## src/rtl/lt24_rect_scheduler_if.sv

```systemverilog
// Request and LT24 pixel bus bundle for lt24_rect_scheduler.
// Ports: req0_*/req1_* carry rectangle commands with valid/ready; busy/done* report status;
//   xAddr/yAddr/pixelData/pixelWrite/pixelReady form the LT24Display pixel handshake.
//   master = scheduler view, slave = requester/display view.
interface lt24_rect_scheduler_if #(
  parameter int XW = 8,
  parameter int YW = 9
);
  logic          req0_valid;
  logic          req0_ready;
  logic [XW-1:0] req0_x0;
  logic [XW-1:0] req0_x1;
  logic [YW-1:0] req0_y0;
  logic [YW-1:0] req0_y1;
  logic [15:0]   req0_colour;

  logic          req1_valid;
  logic          req1_ready;
  logic [XW-1:0] req1_x0;
  logic [XW-1:0] req1_x1;
  logic [YW-1:0] req1_y0;
  logic [YW-1:0] req1_y1;
  logic [15:0]   req1_colour;

  logic          busy;
  logic          done;
  logic          done_id;
  logic          done_err;

  logic [XW-1:0] xAddr;
  logic [YW-1:0] yAddr;
  logic [15:0]   pixelData;
  logic          pixelWrite;
  logic          pixelReady;

  modport master (
    input  req0_valid, req0_x0, req0_x1, req0_y0, req0_y1, req0_colour,
    input  req1_valid, req1_x0, req1_x1, req1_y0, req1_y1, req1_colour,
    input  pixelReady,
    output req0_ready, req1_ready,
    output busy, done, done_id, done_err,
    output xAddr, yAddr, pixelData, pixelWrite
  );

  modport slave (
    output req0_valid, req0_x0, req0_x1, req0_y0, req0_y1, req0_colour,
    output req1_valid, req1_x0, req1_x1, req1_y0, req1_y1, req1_colour,
    output pixelReady,
    input  req0_ready, req1_ready,
    input  busy, done, done_id, done_err,
    input  xAddr, yAddr, pixelData, pixelWrite
  );
endinterface

```

## src/rtl/lt24_rect_scheduler.sv

```systemverilog
// Two-port round-robin rectangle-fill scheduler driving the LT24Display pixel interface.
// Latency: accept at T, first pixel T+2, done one cycle after the last handshake.
// Backpressure: one command in flight; pixel outputs hold while pixelReady=0; ready only in IDLE.
// Ports: clock, reset_n (synchronous, active-low), bus (lt24_rect_scheduler_if.master).
module lt24_rect_scheduler #(
  parameter int WIDTH  = 240,
  parameter int HEIGHT = 320,
  parameter int XW     = 8,
  parameter int YW     = 9
) (
  input  logic                         clock,
  input  logic                         reset_n,
  lt24_rect_scheduler_if.master        bus
);

  typedef enum logic [1:0] {S_IDLE, S_CHECK, S_FILL, S_DONE} state_t;

  // Largest on-panel coordinate; "> MAX" is "≥ size" without overflowing XW/YW.
  localparam logic [XW-1:0] X_MAX = XW'(WIDTH - 1);
  localparam logic [YW-1:0] Y_MAX = YW'(HEIGHT - 1);

  state_t        state_q, state_d;
  logic          ptr_q, ptr_d;       // port favoured when both are valid
  logic          owner_q, owner_d;
  logic          err_q, err_d;
  logic [XW-1:0] cx0_q, cx0_d, cx1_q, cx1_d;
  logic [YW-1:0] cy0_q, cy0_d, cy1_q, cy1_d;
  logic [15:0]   ccol_q, ccol_d;     // colour as captured at accept
  logic [XW-1:0] xa_q, xa_d, xb_q, xb_d;
  logic [YW-1:0] yb_q, yb_d;
  logic [XW-1:0] x_q, x_d;
  logic [YW-1:0] y_q, y_d;
  logic [15:0]   pdat_q, pdat_d;     // colour on the pixel bus; only changes entering FILL

  logic          any_vld, win1, idle_ok, hs, last_col;
  logic [XW-1:0] xa_c, xb_c;
  logic [YW-1:0] ya_c, yb_c;
  logic          off_panel;

  always_comb begin
    any_vld = bus.req0_valid | bus.req1_valid;
    win1    = bus.req1_valid & (~bus.req0_valid | ptr_q);
    // Ready is suppressed while reset_n is low so no command is offered during reset.
    idle_ok = (state_q == S_IDLE) & reset_n;

    xa_c = (cx0_q < cx1_q) ? cx0_q : cx1_q;
    xb_c = (cx0_q < cx1_q) ? cx1_q : cx0_q;
    ya_c = (cy0_q < cy1_q) ? cy0_q : cy1_q;
    yb_c = (cy0_q < cy1_q) ? cy1_q : cy0_q;
    off_panel = (xa_c > X_MAX) | (ya_c > Y_MAX);

    hs       = (state_q == S_FILL) & bus.pixelReady;
    last_col = (x_q == xb_q);
  end

  assign bus.req0_ready = idle_ok & any_vld & ~win1;
  assign bus.req1_ready = idle_ok & win1;
  assign bus.busy       = (state_q != S_IDLE);
  assign bus.done       = (state_q == S_DONE);
  assign bus.done_id    = (state_q == S_DONE) & owner_q;
  assign bus.done_err   = (state_q == S_DONE) & err_q;
  assign bus.pixelWrite = (state_q == S_FILL);
  assign bus.xAddr      = x_q;
  assign bus.yAddr      = y_q;
  assign bus.pixelData  = pdat_q;

  always_comb begin
    state_d = state_q;
    ptr_d   = ptr_q;
    owner_d = owner_q;
    err_d   = err_q;
    cx0_d   = cx0_q;
    cx1_d   = cx1_q;
    cy0_d   = cy0_q;
    cy1_d   = cy1_q;
    ccol_d  = ccol_q;
    xa_d    = xa_q;
    xb_d    = xb_q;
    yb_d    = yb_q;
    x_d     = x_q;
    y_d     = y_q;
    pdat_d  = pdat_q;

    case (state_q)
      S_IDLE: begin
        if (any_vld) begin
          owner_d = win1;
          ptr_d   = ~win1;
          cx0_d   = win1 ? bus.req1_x0     : bus.req0_x0;
          cx1_d   = win1 ? bus.req1_x1     : bus.req0_x1;
          cy0_d   = win1 ? bus.req1_y0     : bus.req0_y0;
          cy1_d   = win1 ? bus.req1_y1     : bus.req0_y1;
          ccol_d  = win1 ? bus.req1_colour : bus.req0_colour;
          state_d = S_CHECK;
        end
      end
      S_CHECK: begin
        err_d = off_panel;
        if (off_panel) begin
          state_d = S_DONE;
        end else begin
          xa_d    = xa_c;
          xb_d    = (xb_c > X_MAX) ? X_MAX : xb_c;
          yb_d    = (yb_c > Y_MAX) ? Y_MAX : yb_c;
          x_d     = xa_c;
          y_d     = ya_c;
          pdat_d  = ccol_q;
          state_d = S_FILL;
        end
      end
      S_FILL: begin
        if (hs) begin
          // The final pixel leaves x/y untouched so the bus holds the last address.
          if (last_col && (y_q == yb_q)) begin
            state_d = S_DONE;
          end else if (last_col) begin
            x_d = xa_q;
            y_d = y_q + YW'(1);
          end else begin
            x_d = x_q + XW'(1);
          end
        end
      end
      S_DONE: begin
        state_d = S_IDLE;
      end
      default: begin
        state_d = S_IDLE;
      end
    endcase
  end

  always_ff @(posedge clock) begin
    if (!reset_n) begin
      state_q <= S_IDLE;
    end else begin
      state_q <= state_d;
    end
  end

  always_ff @(posedge clock) begin
    if (!reset_n) begin
      ptr_q   <= 1'b0;
      owner_q <= 1'b0;
      err_q   <= 1'b0;
      cx0_q   <= '0;
      cx1_q   <= '0;
      cy0_q   <= '0;
      cy1_q   <= '0;
      ccol_q  <= '0;
      xa_q    <= '0;
      xb_q    <= '0;
      yb_q    <= '0;
      x_q     <= '0;
      y_q     <= '0;
      pdat_q  <= '0;
    end else begin
      ptr_q   <= ptr_d;
      owner_q <= owner_d;
      err_q   <= err_d;
      cx0_q   <= cx0_d;
      cx1_q   <= cx1_d;
      cy0_q   <= cy0_d;
      cy1_q   <= cy1_d;
      ccol_q  <= ccol_d;
      xa_q    <= xa_d;
      xb_q    <= xb_d;
      yb_q    <= yb_d;
      x_q     <= x_d;
      y_q     <= y_d;
      pdat_q  <= pdat_d;
    end
  end

endmodule

```

## src/flat_wrapper.sv

```systemverilog
// flat-port wrapper written by rule: the top's interface ports become plain ports
module lt24_rect_scheduler_flat 
#(
  parameter int WIDTH  = 240,
  parameter int HEIGHT = 320,
  parameter int XW     = 8,
  parameter int YW     = 9
)
  (clock, reset_n, bus_req0_valid, bus_req0_x0, bus_req0_x1, bus_req0_y0, bus_req0_y1, bus_req0_colour, bus_req1_valid, bus_req1_x0, bus_req1_x1, bus_req1_y0, bus_req1_y1, bus_req1_colour, bus_pixelReady, bus_req0_ready, bus_req1_ready, bus_busy, bus_done, bus_done_id, bus_done_err, bus_xAddr, bus_yAddr, bus_pixelData, bus_pixelWrite);
  lt24_rect_scheduler_if #(.XW(XW), .YW(YW)) bus_i ();
  input  logic clock;
  input  logic reset_n;
  input wire logic [$bits(bus_i.req0_valid)-1:0] bus_req0_valid;
  input wire logic [$bits(bus_i.req0_x0)-1:0] bus_req0_x0;
  input wire logic [$bits(bus_i.req0_x1)-1:0] bus_req0_x1;
  input wire logic [$bits(bus_i.req0_y0)-1:0] bus_req0_y0;
  input wire logic [$bits(bus_i.req0_y1)-1:0] bus_req0_y1;
  input wire logic [$bits(bus_i.req0_colour)-1:0] bus_req0_colour;
  input wire logic [$bits(bus_i.req1_valid)-1:0] bus_req1_valid;
  input wire logic [$bits(bus_i.req1_x0)-1:0] bus_req1_x0;
  input wire logic [$bits(bus_i.req1_x1)-1:0] bus_req1_x1;
  input wire logic [$bits(bus_i.req1_y0)-1:0] bus_req1_y0;
  input wire logic [$bits(bus_i.req1_y1)-1:0] bus_req1_y1;
  input wire logic [$bits(bus_i.req1_colour)-1:0] bus_req1_colour;
  input wire logic [$bits(bus_i.pixelReady)-1:0] bus_pixelReady;
  output wire logic [$bits(bus_i.req0_ready)-1:0] bus_req0_ready;
  output wire logic [$bits(bus_i.req1_ready)-1:0] bus_req1_ready;
  output wire logic [$bits(bus_i.busy)-1:0] bus_busy;
  output wire logic [$bits(bus_i.done)-1:0] bus_done;
  output wire logic [$bits(bus_i.done_id)-1:0] bus_done_id;
  output wire logic [$bits(bus_i.done_err)-1:0] bus_done_err;
  output wire logic [$bits(bus_i.xAddr)-1:0] bus_xAddr;
  output wire logic [$bits(bus_i.yAddr)-1:0] bus_yAddr;
  output wire logic [$bits(bus_i.pixelData)-1:0] bus_pixelData;
  output wire logic [$bits(bus_i.pixelWrite)-1:0] bus_pixelWrite;
  assign bus_i.req0_valid = bus_req0_valid;
  assign bus_i.req0_x0 = bus_req0_x0;
  assign bus_i.req0_x1 = bus_req0_x1;
  assign bus_i.req0_y0 = bus_req0_y0;
  assign bus_i.req0_y1 = bus_req0_y1;
  assign bus_i.req0_colour = bus_req0_colour;
  assign bus_i.req1_valid = bus_req1_valid;
  assign bus_i.req1_x0 = bus_req1_x0;
  assign bus_i.req1_x1 = bus_req1_x1;
  assign bus_i.req1_y0 = bus_req1_y0;
  assign bus_i.req1_y1 = bus_req1_y1;
  assign bus_i.req1_colour = bus_req1_colour;
  assign bus_i.pixelReady = bus_pixelReady;
  assign bus_req0_ready = bus_i.req0_ready;
  assign bus_req1_ready = bus_i.req1_ready;
  assign bus_busy = bus_i.busy;
  assign bus_done = bus_i.done;
  assign bus_done_id = bus_i.done_id;
  assign bus_done_err = bus_i.done_err;
  assign bus_xAddr = bus_i.xAddr;
  assign bus_yAddr = bus_i.yAddr;
  assign bus_pixelData = bus_i.pixelData;
  assign bus_pixelWrite = bus_i.pixelWrite;
  lt24_rect_scheduler #(.WIDTH(WIDTH), .HEIGHT(HEIGHT), .XW(XW), .YW(YW)) u_core (.clock(clock), .reset_n(reset_n), .bus(bus_i));
endmodule
```

## config.mk

```make
export PLATFORM = sky130hd
export DESIGN_NAME = lt24_rect_scheduler_flat
export DESIGN_NICKNAME = d
export VERILOG_FILES = /design/src/rtl/lt24_rect_scheduler_if.sv /design/src/rtl/lt24_rect_scheduler.sv /design/src/flat_wrapper.sv
export SDC_FILE = /design/constraint.sdc
export NUM_CORES = 1
export LEC_CHECK = 0
export CAP_MARGIN = 20
export CORE_ASPECT_RATIO = 0.75
export CORE_MARGIN = 1.5
export CORE_UTILIZATION = 35
export CTS_CLUSTER_SIZE = 14
export DETAILED_ROUTE_END_ITERATION = 12
export SYNTH_ARGS = -nofsm -noshare
export SYNTH_HDL_FRONTEND = slang
export SYNTH_SLANG_ARGS = --single-unit
```

## constraint.sdc

```tcl
create_clock -name clock -period 3.4 [get_ports clock]
set_input_delay 0.68 -clock clock [delete_from_list [all_inputs] [get_ports clock]]
set_output_delay 0.68 -clock clock [all_outputs]
set_load 0.005 [all_outputs]
```

==> flow_summary_export.csv, run 1 <==
group,metric,value,unit
run_status,status,"completed",
placed_design,pre_cts_ws,0.456,ns
power,powerDensity,858,mW/mm2
hold_path,hold-path-cell-count,2,
floorplan,core-area,0.0160,mm2
synth,yosysWarnings,0,
finish,multi_input_area,0.00316,mm2
setup_path,critPathKind,"flop to flop",
sta,fin_crit,2.92,ns
clock_tree,cts.clk_slew.worst_paths,0.06,ns
sta,hold_viol_final,0,
sta,fin_tns_setup,0,ns
floorplan,std_cell_rows,40,
clock_tree,clk_latency,0.43,ns
placed_design,place.gp.congestion,0.891,
clock_tree,clock-sinks,113,
setup_path,critPathLaunchType,"flop",
floorplan,die-area,0.0170,mm2
synth,synth.most_common_cell,"dfxtp_1",
setup_path,endpoint_kind,"flop",
sta,layout_setup_ws,0.480,ns
floorplan,start_util,0.356,
power,swShare,0.404,
synth,synth_cell_type_count,46,
global_route,grt.overflow.total,0,
floorplan,die_x,150,um
finish,syn2layout_area_growth,39.9,%
global_route,grt_util_all_layers,0.211,
sta,finalSetupViolCount,0,
clock_tree,cts_tree,"built",
synth,async_flop_share,0,
routing,wl_per_cell,16.5,um
synth,ys_ff_latch,113,
sta,min_period_over_period,0.859,
clock_tree,post_cts_resize_count,0,
setup_path,cpPeakStageDelay,0.46,ns
routing,avgViaCountPerCell,5.24,
routing,drt_iter0_markers,319,
setup_path,cpMaxStageDelayCell,"nor3_4",
sta,tightest_slew,0.716,ns
clock_tree,postCtsSetupBuffers,0,
synth,synth_edf_count,0,
floorplan,io_pins,145,
sta,rsz0062_at_grt,"false",
global_route,grt_pass1_vias,5317,
power,pwr-share-seq,0.310,
global_route,antenna_found_initial,0,
setup_path,timing.rr.end,"u_core.xb_q[4]$_SDFFE_PN0P_",
hold_path,hp-start,"u_core.ccol_q[2]$_SDFFE_PN0P_",
finish,drive_above_1_share,0.0771,
setup_path,required,3.77,ns
clock_tree,cts.path.max_buffers,2,
power,internal_power,4.06,mW
global_route,grt_max_degree,37,
synth,syn_area,0.00568,mm2
sta,skew,0.0135,ns
clock_tree,numCtsBuffers,17,
placed_design,post-dp-hpwl,13.0,mm
synth,ys_top_cells_by_area,"dfxtp_1 40%, mux2i_1 9.5%, nand2_1 6.5%",
synth,netlist.top_cell.by_area,"dfxtp_1",
routing,vias,5447,
floorplan,die_h,113,um
power,peakVddDrop,0.400,mV
synth,yosysTopAreaCellShare,0.398,
setup_path,crit_path_max_fanout,9,
synth,synth_common_cells,"113 x dfxtp_1, 99 x nand2_1, 58 x nor2_1, 54 x mux2i_1, 52 x o21ai_0",
setup_path,crit_chain,"inv_1, ha_1, a2111oi_0, o21ai_1, o22ai_2, mux2i_1, nor3_4, buf_4, a21boi_1, a31o_1",
finish,layout.nets,943,
sta,drv_slew,0,
power,p_switching,2.75,mW
hold_path,hp-class,"flop to flop",
finish,antenna_cells,0,
synth,syn_inst,673,
setup_path,reg2reg_from,"u_core.cy1_q[8]$_SDFFE_PN0P_",
routing,drt_wl_total,17.1,mm
power,combinationalPowerShare,0.441,
finish,fillerInstances,1518,
clock_tree,root_buffer,"clkbuf_16",
routing,drc,0,
sta,max_slew_margin,0.519,
power,clockPowerShare,0.248,
clock_tree,cts_max_level,4,
placed_design,io_buffers,144,
synth,yosys_most_used_dff,"dfxtp_1",
routing,ant_nets,0,
synth,synth_seq_area_share,0.398,
setup_path,worstPathArrival,3.29,ns
setup_path,worst-r2r-cell-count,10,
synth,syn-num-nets,799,
global_route,grt_pass1_wl,27.7,mm
sta,fmax,342,MHz
synth,syn_avg_cell_area,8.44,um2
routing,firstDrtPassIters,5,
setup_path,reg2reg_setup_slack,0.48,ns
finish,seq_area,0.00226,mm2
hold_path,min_to,"u_core.ccol_q[2]$_SDFFE_PN0P_",
power,p_leak,3.23,nW
clock_tree,holdBufCountCts,0,
job,maxCapViolCount,0,
-- cell families after synthesis --
| logic type | Yosys count | synth area share |
|---|---|---|
| mux | 56 | 0.0991 |
| fa+ha+maj | 21 | 0.0463 |
| compound gates | 180 | 0.212 |
| flops | 113 | 0.398 |
| buf+inv | 66 | 0.0465 |
| simple gates | 214 | 0.163 |
| xor+xnor | 23 | 0.0355 |
-- worst max-delay path, delay by kind of cell (launching register included) --
kind                     cells  cell delay [ns]
buffers and inverters        2             0.33
flip-flops                   1             0.38
multiplexers                 1             0.18
adder cells (fa/ha/maj)      1             0.31
AND/OR/NAND/NOR              1             0.46
AO/OA/AOI/OAI                5             1.21
-- power by group through the flow --
stage,Sequential [mW],Combinational (mW),Clock (mW)
after global routing,2.17,3.35,1.79
after detailed placement,2.13,3.01,0
after floorplan,2.00,2.12,0
after global placement,2.11,2.94,0
final,2.11,3.01,1.69
after CTS,2.11,3.02,1.72
-- routing by layer --
metal	wire, um	track usage	up-vias	part of all wire
met5	0	0	-	0
met4	309	0.0719	0	0.018
met3	1240	0.0669	29	0.073
met2	7510	0.325	159	0.44
met1	8080	0.278	2555	0.47
li1	-	-	2704	-
-- cells in the final DEF, fill, tap and decap left out, drive strengths merged, types with 6 or more instances in the layout --
cell	count
o21ai	58
a21boi	7
a22oi	42
xor2	15
mux2i	54
a222oi	9
a21oi	26
a211oi	16
inv	35
nor2	58
nand2	99
clkdlybuf4s50	144
xnor2	8
nor3	6
ha	21
nand3	23
clkbuf	17
buf	22
dfxtp	113
-- flip-flops by register name, indices dropped and copies added (netlist names), 9 cells and up --
register	cells
u_core.bus.pixelData	16
u_core.ccol_q	16
u_core.bus.yAddr	9
u_core.cy0_q	9
u_core.cy1_q	9
u_core.yb_q	9
-- worst max path at each step --
stage / to / depth (start not counted) / startpoint
4_1_cts: u_core.xb_q[4]$_SDFFE_PN0P_ / 10 / u_core.cy1_q[8]$_SDFFE_PN0P_
2_1_floorplan: u_core.bus.yAddr[2]$_SDFFE_PN0P_ / 10 / u_core.cx1_q[7]$_SDFFE_PN0P_
6_report: u_core.xb_q[4]$_SDFFE_PN0P_ / 10 / u_core.cy1_q[8]$_SDFFE_PN0P_
3_5_place_dp: u_core.xb_q[2]$_SDFFE_PN0P_ / 10 / u_core.cy1_q[8]$_SDFFE_PN0P_
5_1_grt: u_core.bus.yAddr[5]$_SDFFE_PN0P_ / 11 / u_core.cy1_q[8]$_SDFFE_PN0P_
3_3_place_gp: bus_req1_ready / 5 / bus_req1_valid
-- stage by stage --
stage | util | area (um2) | hold WS, ns | instances | power, mW
5_1_grt | 0.498 | 7950 | 0.452 | 1040 | 7.31
4_1_cts | 0.498 | 7950 | 0.440 | 1040 | 6.85
3_5_place_dp | 0.462 | 7380 | 0.430 | 1008 | 5.14
2_1_floorplan | - | 5680 | 0.415 | 673 | 4.12
3_3_place_gp | 0.462 | 7380 | 0.426 | 1008 | 5.05
6_report | 0.498 | 7950 | 0.438 | 1040 | 6.81
-- cell type report --
class,instances,share of cell area
Multi-Input combinational cell,494,0.397
Sequential cell,113,0.285
Timing Repair Buffer,166,0.202
Clock buffer,17,0.0535
Tap cell,210,0.0331
Clock inverter,15,0.0173
Inverter,25,0.0118
No activity file was read; power rests on OpenSTA's default activity.
==> run 2, diff against run 1 <==
Settings changed: ABC_AREA set to 1.
==> flow_summary_export.csv, run 2 <==
group,metric,value,unit
run_status,status,"completed",
sta,drv_slew,0,
global_route,grt.overflow.total,0,
clock_tree,cts_max_level,4,
synth,ys_top_cells_by_area,"dfxtp_1 38%, nand2_1 18%, a21oi_1 5.1%",
routing,drt_wl_total,18.0,mm
placed_design,io_buffers,144,
floorplan,die_x,154,um
synth,async_flop_share,0,
routing,wl_per_cell,14.6,um
synth,netlist.top_cell.by_area,"dfxtp_1",
floorplan,die-area,0.0179,mm2
sta,finalSetupViolCount,0,
finish,layout_commonest_cell,"nand2_1",
clock_tree,cts_tree,"built",
setup_path,crit_chain,"clkdlybuf4s50_1, nor2_1, nor2_1, inv_1, nor2_2, inv_1, nor2_2, clkdlybuf4s50_1",
clock_tree,clk_latency,0.42,ns
sta,skew,0.0124,ns
clock_tree,post_cts_resize_count,0,
clock_tree,root_buffer,"clkbuf_16",
setup_path,cpMaxStageDelayCell,"clkdlybuf4s50_1",
routing,vias,5946,
setup_path,critPathKind,"input pin to primary output",
clock_tree,holdBufCountCts,0,
clock_tree,cts.clk_slew.worst_paths,0.05,ns
global_route,grt_max_degree,51,
synth,yosysTopAreaCellShare,0.379,
clock_tree,postCtsSetupBuffers,0,
power,p_leak,3.39,nW
synth,syn-num-nets,1004,
floorplan,core-area,0.0168,mm2
power,powerDensity,918,mW/mm2
hold_path,hp-start,"u_core.xa_q[3]$_SDFFE_PN0P_",
finish,utilization,0.487,
global_route,grt_pass1_wl,28.6,mm
setup_path,critPathLaunchType,"input pin",
floorplan,start_util,0.356,
clock_tree,numCtsBuffers,17,
sta,max_slew_margin,0.627,
global_route,grt_util_all_layers,0.206,
placed_design,post-dp-hpwl,13.6,mm
synth,yosysWarnings,0,
setup_path,required,2.72,ns
synth,synth_cell_type_count,37,
power,total_power,7.49,mW
synth,synth_common_cells,"280 x nand2_1, 113 x dfxtp_1, 74 x inv_1, 61 x a21oi_1, 61 x nor2_1",
global_route,antenna_found_initial,0,
floorplan,io_pins,145,
synth,ys_ff_latch,113,
setup_path,endpoint_kind,"primary output",
synth,syn_avg_cell_area,6.80,um2
finish,fillerInstances,1716,
synth,yosys_most_used_dff,"dfxtp_1",
finish,layout.nets,1136,
sta,hold_viol_final,0,
floorplan,die_h,116,um
sta,fmax,330,MHz
sta,fin_tns_setup,0,ns
sta,min_period_over_period,0.890,
synth,synth_seq_area_share,0.379,
job,maxCapViolCount,0,
finish,syn2layout_area_growth,36.7,%
floorplan,std_cell_rows,41,
finish,antenna_cells,0,
clock_tree,cts.path.max_buffers,2,
setup_path,worstPathArrival,2.35,ns
hold_path,hp-class,"flop to flop",
synth,synth.most_common_cell,"nand2_1",
routing,ant_nets,0,
routing,avgViaCountPerCell,4.80,
sta,tightest_slew,0.554,ns
sta,rsz0062_at_grt,"false",
power,peakVddDrop,0.334,mV
routing,drt_iter0_markers,402,
synth,synth_edf_count,0,
placed_design,place.gp.congestion,0.846,
synth,syn_inst,878,
clock_tree,clock-sinks,113,
sta,fin_crit,3.03,ns
setup_path,cpPeakStageDelay,0.56,ns
finish,final_cell_mix,"280 x nand2_1, 143 x clkdlybuf4s50_1, 113 x dfxtp_1, 74 x inv_1, 61 x a21oi_1",
routing,firstDrtPassIters,5,
global_route,grt_pass1_vias,5231,
synth,syn_area,0.00597,mm2
routing,drc,0,
setup_path,crit_path_start,"bus_req0_valid",
setup_path,reg2reg_from,"u_core.cy1_q[8]$_SDFFE_PN0P_",
setup_path,crit_path_max_fanout,2,
finish,drive_above_1_share,0.0743,
==> run 2: changes by cell type in the layout (fill, tap and decap cells not counted), moves of 25 or more <==
cell / before / now
a21oi_1: 25 / 61
a22oi_1: 42 / 6
mux2i_1: 54 / 0
inv_1: 24 / 74
nand2_1: 99 / 280
nand3_1: 23 / 48
==> run 2: per-layer routing <==
metal,up-vias,part of all wire,global-route usage
met4,0,0.0069,0.0505
met1,2615,0.54,0.317
met2,184,0.38,0.274
met5,-,0,0
met3,12,0.073,0.0627
li1,3135,-,-
==> run 2: worst max-delay path: cells and delay by family <==
family                 cells  cell delay (ns)
buffers and inverters      4             1.22
and+or+nand+nor            4             0.44
==> run 2: report_power, final <==
group	switching [mW]	total [mW]	internal (mW)	leakage [nW]
registers	0.325	2.06	1.73	0.927
logic	2.34	3.68	1.34	2.19
clock network	0.675	1.76	1.08	0.272
total	3.34	7.49	4.15	3.39
==> run 2: kinds of logic (layout without fill, tap and decap cells) <==
logic type	after synthesis	in the layout	synth area share
compound gates	174	174	0.165
fa+ha+maj	21	21	0.0440
flops	113	113	0.379
buf+inv	127	272	0.0869
xor+xnor	17	17	0.0249
simple gates	426	426	0.300
==> run 2: area by class of cell <==
type / count / area [um2] / area share
clock buffer: 17 / 425 / 0.0521
clock inverter: 15 / 160 / 0.0196
inverter: 82 / 308 / 0.0377
multi-input combinational: 638 / 3200 / 0.392
sequential: 113 / 2260 / 0.277
tap: 215 / 269 / 0.0330
timing repair buffer: 158 / 1540 / 0.189
==> run 2: through the flow <==
stage / instances / hold slack [ns] / area [um2] / setup slack [ns]
floorplan: 878 / 0.425 / 5970 / 1.06
global placement: 1206 / 0.438 / 7580 / 0.409
detailed placement: 1206 / 0.448 / 7580 / 0.371
CTS: 1238 / 0.455 / 8160 / 0.365
global route: 1238 / 0.471 / 8160 / 0.305
finish: 1238 / 0.458 / 8160 / 0.373
==> run 2: worst paths after layout <==
check / to / slack [ns] / depth (start not counted)
setup / recovery: bus_req0_ready / 0.37 / 8
hold / removal: u_core.xa_q[3]$_SDFFE_PN0P_ / 0.46 / 2
setup reg to reg: u_core.xb_q[4]$_SDFFE_PN0P_ / 0.78 / 12
hold reg to reg: u_core.xa_q[3]$_SDFFE_PN0P_ / 0.46 / 2
==> run 3, diff against run 2 <==
Settings changed: CORE_MARGIN 1.5 to 8.
==> flow_summary_export.csv, run 3 (synthesized netlist as in run 2, its figures left out) <==
group,metric,value,unit
run_status,status,"completed",
placed_design,io_buffers,144,
global_route,grt_util_all_layers,0.178,
hold_path,hp-start,"u_core.xa_q[1]$_SDFFE_PN0P_",
setup_path,worst-r2r-cell-count,15,
finish,drive_above_1_share,0.0734,
clock_tree,holdBufCountCts,0,
placed_design,dpl_cell_area,0.00757,mm2
setup_path,worstPathArrival,2.33,ns
floorplan,io_pins,145,
global_route,antenna_found_initial,0,
floorplan,die-area,0.0215,mm2
hold_path,min_to,"u_core.xa_q[1]$_SDFFE_PN0P_",
placed_design,post-dp-hpwl,14.3,mm
global_route,grt_pass1_wl,30.4,mm
setup_path,cpMaxStageDelayCell,"clkdlybuf4s50_1",
clock_tree,numCtsBuffers,17,
clock_tree,root_buffer,"clkbuf_16",
sta,finalSetupViolCount,0,
sta,tightest_slew,0.582,ns
power,swShare,0.444,
placed_design,place.gp.congestion,0.824,
routing,route.met2.wl,7.14,mm
setup_path,required,2.72,ns
routing,drt_wl_total,19.0,mm
sta,drv_slew,0,
setup_path,reg2reg_setup_slack,0.66,ns
finish,final_cell_mix,"280 x nand2_1, 143 x clkdlybuf4s50_1, 113 x dfxtp_1, 74 x inv_1, 61 x a21oi_1",
power,pwr-share-seq,0.269,
power,p_switching,3.37,mW
placed_design,dp_cells,1205,
power,internal_power,4.23,mW
hold_path,hold-path-cell-count,2,
setup_path,critPathLaunchType,"input pin",
finish,layout_commonest_cell,"nand2_1",
routing,top_layer,"met4",
routing,vias,5854,
sta,fmax,332,MHz
clock_tree,postCtsSetupBuffers,0,
setup_path,timing.rr.end,"u_core.bus.pixelData[3]$_SDFFE_PN0P_",
routing,drc,0,
finish,syn2layout_area_growth,36.9,%
clock_tree,cts.clk_slew.worst_paths,0.06,ns
floorplan,die_h,129,um
floorplan,std_cell_rows,41,
sta,max_slew_margin,0.612,
floorplan,core-area,0.0168,mm2
routing,drt_iter0_markers,430,
sta,min_period_over_period,0.886,
routing,m1WireLength,10.1,mm
finish,fin_cells,1237,
routing,firstDrtPassIters,6,
sta,hold_viol_final,0,
setup_path,reg2reg_from,"u_core.cy1_q[8]$_SDFFE_PN0P_",
global_route,grt_max_degree,51,
clock_tree,clk_latency,0.42,ns
power,powerDensity,929,mW/mm2
routing,wl_per_cell,15.3,um
floorplan,die_x,167,um
setup_path,critPathKind,"input pin to primary output",
sta,fin_crit,3.01,ns
floorplan,start_util,0.356,
setup_path,crit_path_max_fanout,2,
global_route,grt.overflow.total,0,
setup_path,path_buf_inv,4,
setup_path,endpoint_kind,"primary output",
setup_path,cpPeakStageDelay,0.53,ns
power,clockPowerShare,0.243,
power,total_power,7.59,mW
setup_path,critical_path.top_delay_family,"buffers and inverters",
power,p_leak,3.41,nW
finish,postLayoutCellArea,0.00818,mm2
sta,skew,0.0110,ns
clock_tree,cts_tree,"built",
hold_path,hp-class,"flop to flop",
global_route,grt_pass1_vias,5576,
power,peakVddDrop,0.399,mV
routing,met3WireLength,1.67,mm
finish,layout.nets,1135,
finish,antenna_cells,0,
sta,rsz0062_at_grt,"false",
clock_tree,cts_max_level,4,
clock_tree,post_cts_resize_count,0,
clock_tree,clock-sinks,113,
sta,fin_tns_setup,0,ns
job,maxCapViolCount,0,
clock_tree,cts.path.max_buffers,2,
routing,ant_nets,0,
routing,avgViaCountPerCell,4.73,
setup_path,crit_chain,"clkdlybuf4s50_1, nor2_1, nor2_1, inv_1, nor2_2, inv_1, nor2_2, clkdlybuf4s50_1",
power,combinationalPowerShare,0.488,
-- run 3: area by class of cell --
class / count / area [um2]
Clock buffer: 17 / 425
Clock inverter: 15 / 183
Fill cell: 1721 / 8600
Inverter: 82 / 308
Multi-Input combinational cell: 638 / 3200
Sequential cell: 113 / 2260
Tap cell: 215 / 269
Timing Repair Buffer: 157 / 1530
-- run 3: worst min-delay path: stages (launching register included) --
cell and delay, ns:
dfxtp_1 0.29, inv_1 0.06, a21oi_1 0.05
-- run 3: worst max-delay path by stage --
| stage | cells after the start | endpoint | start | slack [ns] |
|---|---|---|---|---|
| after floorplan | 7 | bus_req0_ready | bus_req0_valid | 1.06 |
| after global placement | 8 | bus_req0_ready | bus_req0_valid | 0.38 |
| after detailed placement | 8 | bus_req0_ready | bus_req0_valid | 0.35 |
| after CTS | 8 | bus_req0_ready | bus_req0_valid | 0.35 |
| after global routing | 8 | bus_req0_ready | bus_req0_valid | 0.28 |
| final | 8 | bus_req0_ready | bus_req0_valid | 0.39 |
-- run 3: power groups by stage --
stage | Sequential (mW) | Clock (mW) | Combinational (mW)
floorplan | 1.98 | 0 | 2.64
global placement | 2.06 | 0 | 3.65
detailed placement | 2.06 | 0 | 3.67
CTS | 2.04 | 1.86 | 3.69
global route | 2.10 | 1.94 | 4.19
finish | 2.05 | 1.84 | 3.71
-- run 3: layer usage --
layer	vias up	track usage
li1	3139	-
met3	4	0.0778
met4	0	0.0391
met2	160	0.236
met5	-	0
met1	2551	0.257
-- run 3: per-stage QoR --
step	hold slack, ns	utilization	setup slack [ns]
4_1_cts	0.452	0.487	0.349
3_5_place_dp	0.445	0.451	0.354
5_1_grt	0.476	0.487	0.278
3_3_place_gp	0.437	0.451	0.382
2_1_floorplan	0.425	-	1.06
6_report	0.450	0.487	0.387
